[config.mk]
export PLATFORM = sky130hd
export DESIGN_NAME = add16_arbiter
export DESIGN_NICKNAME = d
export VERILOG_FILES = /design/src/rtl/add16_arbiter.sv
export SDC_FILE = /design/constraint.sdc
export NUM_CORES = 1
export LEC_CHECK = 0
export BUFFER_PORTS_ARGS = -buffer_cell sky130_fd_sc_hd__buf_2
export CORE_UTILIZATION = 35
export DETAILED_ROUTE_END_ITERATION = 8
export GPL_TIMING_DRIVEN = 0
export PLACE_DENSITY = 0.62
export SYNTH_ARGS = -nofsm -noshare
export SYNTH_HDL_FRONTEND = slang
export SYNTH_HIERARCHICAL = 1
export SYNTH_SLANG_ARGS = --single-unit
[constraint.sdc]
create_clock -name clk -period 3.05 [get_ports clk]
set_input_delay 0.305 -clock clk [delete_from_list [all_inputs] [get_ports clk]]
set_output_delay 0.305 -clock clk [all_outputs]
set_load 0.1 [all_outputs]
[src/rtl/add16_arbiter.sv]
// Two-port arbiter sharing a single 16-bit adder: grant, latch operands,
// add, register the sum and pulse a per-port done.

module add16 (
    input  logic [15:0] a,
    input  logic [15:0] b,
    output logic [15:0] sum
);
    // Unsigned add; carry is dropped so the sum wraps mod 2^16.
    assign sum = a + b;
endmodule

module add16_arbiter #(
    parameter bit FAIR      = 1'b1,
    parameter bit RESET_PTR = 1'b0
) (
    input  logic        clk,
    input  logic        reset,
    input  logic        req0,
    input  logic [15:0] a0,
    input  logic [15:0] b0,
    input  logic        req1,
    input  logic [15:0] a1,
    input  logic [15:0] b1,
    output logic        grant0,
    output logic        grant1,
    output logic        done0,
    output logic        done1,
    output logic [15:0] result,
    output logic        busy
);
    typedef enum logic [1:0] {IDLE, EXEC, DONE} state_t;

    state_t      state;
    logic        owner;
    logic        ptr;
    logic        pick;
    logic [15:0] op_a;
    logic [15:0] op_b;
    logic [15:0] sum;

    add16 u_add16 (
        .a   (op_a),
        .b   (op_b),
        .sum (sum)
    );

    // Winner among pending requests; only consulted in IDLE.
    always_comb begin
        pick = 1'b0;
        if (req0 && req1) begin
            pick = FAIR ? ptr : 1'b0;
        end else if (req1) begin
            pick = 1'b1;
        end
    end

    always_ff @(posedge clk or posedge reset) begin
        if (reset) begin
            state  <= IDLE;
            owner  <= 1'b0;
            ptr    <= RESET_PTR;
            op_a   <= 16'h0000;
            op_b   <= 16'h0000;
            grant0 <= 1'b0;
            grant1 <= 1'b0;
            done0  <= 1'b0;
            done1  <= 1'b0;
            result <= 16'h0000;
            busy   <= 1'b0;
        end else begin
            case (state)
                IDLE: begin
                    if (req0 || req1) begin
                        owner  <= pick;
                        op_a   <= pick ? a1 : a0;
                        op_b   <= pick ? b1 : b0;
                        grant0 <= ~pick;
                        grant1 <= pick;
                        busy   <= 1'b1;
                        state  <= EXEC;
                    end
                end
                EXEC: begin
                    result <= sum;
                    done0  <= ~owner;
                    done1  <= owner;
                    state  <= DONE;
                end
                DONE: begin
                    // Requests seen on this edge are deliberately ignored.
                    done0  <= 1'b0;
                    done1  <= 1'b0;
                    grant0 <= 1'b0;
                    grant1 <= 1'b0;
                    busy   <= 1'b0;
                    if (FAIR) begin
                        ptr <= ~owner;
                    end
                    state  <= IDLE;
                end
                default: begin
                    state <= IDLE;
                end
            endcase
        end
    end
endmodule

==> flow_summary.yaml <==
run_status:
  outcome: "finished, final reports clean"
detailed_routing:
  wl_per_cell_um: 15.3
  drtIter0Drc: 192
  via_per_inst: 5.19
  routed_wl_um: 9000
  ant_nets: 0
  drt_pass1_iterations: 4
  via_count: 3051
  post-route-drc-count: 0
logic_synthesis:
  ys_ff_latch: 57
  syn_inst: 354
  yosysMostFrequentCell: "dfrtp_1"
  yosysSeqAreaShare_pct: 42.3
  syn_area_per_cell_um2: 9.53
  netlist_area_mm2: 0.00337
  ys.flop_type: "dfrtp_1"
  synth_common_cells: "57 x dfrtp_1, 41 x o21ai_0, 38 x nor2_1"
  syn_nets: 444
  synth_area_leaders: "dfrtp_1 42%, ha_1 7.8%, mux2_2 6.3%"
  async_reset_ff_share_pct: 100
  synth_top_area_share_pct: 42.3
  ys_types: 45
  yosysTopAreaCell: "dfrtp_1"
  synth-edff-count: 0
  yosysWarningCount: 6
critical_path:
  worst_ep_arrival_time_ns: 2.94
  crit_path_end: "result[10]"
  crit_start: "op_b[0]"
  slowest_stage: "dfrtp_1"
  endpoint_kind: "register"
  r2r-end: "result[10]"
  crit_chain: "ha_1, fa_1, a21o_2, a311oi_2, o21ai_0, a311oi_1, nor3_1, mux2_2"
  cp-start-kind: "register"
  critPathRequiredTime_ns: 3.28
  r2r_cells: 8
  rrSetupSlack_ns: 0.34
  r2r_start: "op_b[0]"
  cp_max_fo: 3
  slowest_delay_ns: 0.43
  worstSetupPathType: "reg2reg"
sta:
  final-hold-violation-count: 0
  skew_ns: 0.0112
  setup_viol: 0
  fmax_mhz: 368
  post-route-min-period_ns: 2.71
  setup_tns_ns: 0
  tightest_slew_ns: 0.521
  rsz0062_at_grt: "no"
  slew_violations: 0
  slew_headroom_pct: 65.2
  period_share_pct: 89.0
cts:
  numCtsBuffers: 9
  cts_buffer_depth: 2
  path_clk_slew_ns: 0.07
  cts_tree: "built"
  clk_latency_ns: 0.34
  clkSinkCount: 57
  cts_htree_levels: 3
  clockRootBuffer: "clkbuf_8"
  post_cts_buffers: 0
global_route:
  grt_max_degree: 39
  antenna_found_initial: 0
  gr-usage-all-layers_pct: 19.0
  grt_pass1_wl_um: 14600
  grt.overflow.total: 0
  first_global_vias: 3050
job:
  maxCapViolCount: 0
placed_design:
  hpwl_um: 7170
  portBuffers: 87
  place.gp.congestion: 0.808
floorplanning:
  die_h_um: 100
  die_w_um: 100
  core-area_mm2: 0.00928
  die-area_mm2: 0.0100
  start_util_pct: 36.3
  row_count: 35
  io_pins: 89
layout:
  fin_util_pct: 45.4
  drive_above_1_share_pct: 32.7
  finalNetCount: 544
  diodes: 0
  syn_to_final_growth_pct: 25.0
min_path:
  hp-class: "in2reg"
final cells by class:
type | instances | area (µm²)
Buffer | 22 | 131
Clock buffer | 12 | 165
Clock inverter | 4 | 50.0
Fill cell | 972 | 5070
Inverter | 9 | 33.8
Multi-Input combinational cell | 266 | 1780
Sequential cell | 57 | 1430
Tap cell | 129 | 161
Timing Repair Buffer | 89 | 465
per-stage QoR:
step	worst slack (ns)	area, µm²	hold WS (ns)	cells
finish	0.335	4210	0.229	588
global route	0.236	4210	0.235	588
CTS	0.366	4210	0.225	588
detailed placement	0.390	3990	0.335	571
global placement	0.425	3970	0.491	570
floorplan	0.667	3370	0.465	354
placed cells by master (no fill, tap or decap), types with 2 or more instances in the layout:
| cell type | synthesis | layout |
|---|---|---|
| buf_2 | 12 | 99 |
| dfrtp_1 | 57 | 57 |
| o21ai_0 | 41 | 41 |
| nor2_1 | 38 | 38 |
| nand3_1 | 36 | 36 |
| a31oi_1 | 32 | 32 |
| ha_1 | 21 | 21 |
| mux2_2 | 19 | 19 |
| a21oi_1 | 18 | 18 |
| clkbuf_8 | 0 | 12 |
| xnor2_1 | 10 | 10 |
| nand2_1 | 9 | 9 |
| inv_1 | 8 | 7 |
| xor2_1 | 5 | 5 |
| buf_6 | 4 | 4 |
| clkbuf_1 | 4 | 4 |
| o21ai_1 | 3 | 3 |
| nor3_1 | 3 | 3 |
| o211ai_1 | 3 | 3 |
| inv_2 | 1 | 2 |
| o41ai_2 | 2 | 2 |
| clkinvlp_4 | 0 | 2 |
| nor2b_1 | 2 | 2 |
| a21o_1 | 2 | 2 |
| o21bai_1 | 2 | 2 |
routing by layer:
layer,GRT usage [%],wire (µm)
met4,9.25,233
met1,23.8,4030
met2,32.2,4320
met5,0,0
met3,2.92,416
flip-flops by register name (all words and copies together) (netlist names):
register and cells:
state 2, result 16, grant1 1, op_a 16, ptr 1, busy 1
op_b 16, grant0 1, owner 1, done0 1, done1 1
kinds of logic (layout without fill, tap and decap cells):
kind of cell / Yosys count / after routing / synth area share (%)
muxes: 20 / 20 / 6.64
buffers and inverters: 31 / 136 / 4.90
xor gates and xnor gates: 15 / 15 / 3.90
adders and majority gates: 22 / 22 / 8.39
and+or+nand+nor: 95 / 95 / 13.2
AOI/OAI and AO/OA: 114 / 114 / 20.6
DFF: 57 / 57 / 42.3
worst min path at each step:
stage | startpoint | end | slack [ns] | cells past startpoint
floorplan | owner | ptr | 0.46 | 1
finish | b0[13] | op_b[13] | 0.23 | 3
detailed placement | reset | result[3] | 0.33 | 2
global placement | result[5] | result[5] | 0.49 | 1
global route | a0[2] | op_a[2] | 0.23 | 3
CTS | a0[1] | op_a[1] | 0.22 | 3
what timing repair did:
action / in CTS / in global routing
resized for setup: 0 / 0
hold buffers: 1 / 0
hold endpoints to repair: 19 / 0
worst max-delay path, delay by kind of cell (launching register included):
kind,cells,cell delay [ns]
and+or+nand+nor,1,0.10
AOI/OAI and AO/OA,4,1.15
muxes,1,0.28
DFF,1,0.43
adders and majority gates,2,0.63
Power is left out: the tool's default activity adds up to more than one toggle a clock period on the data nets, which glitch-free logic cannot reach.
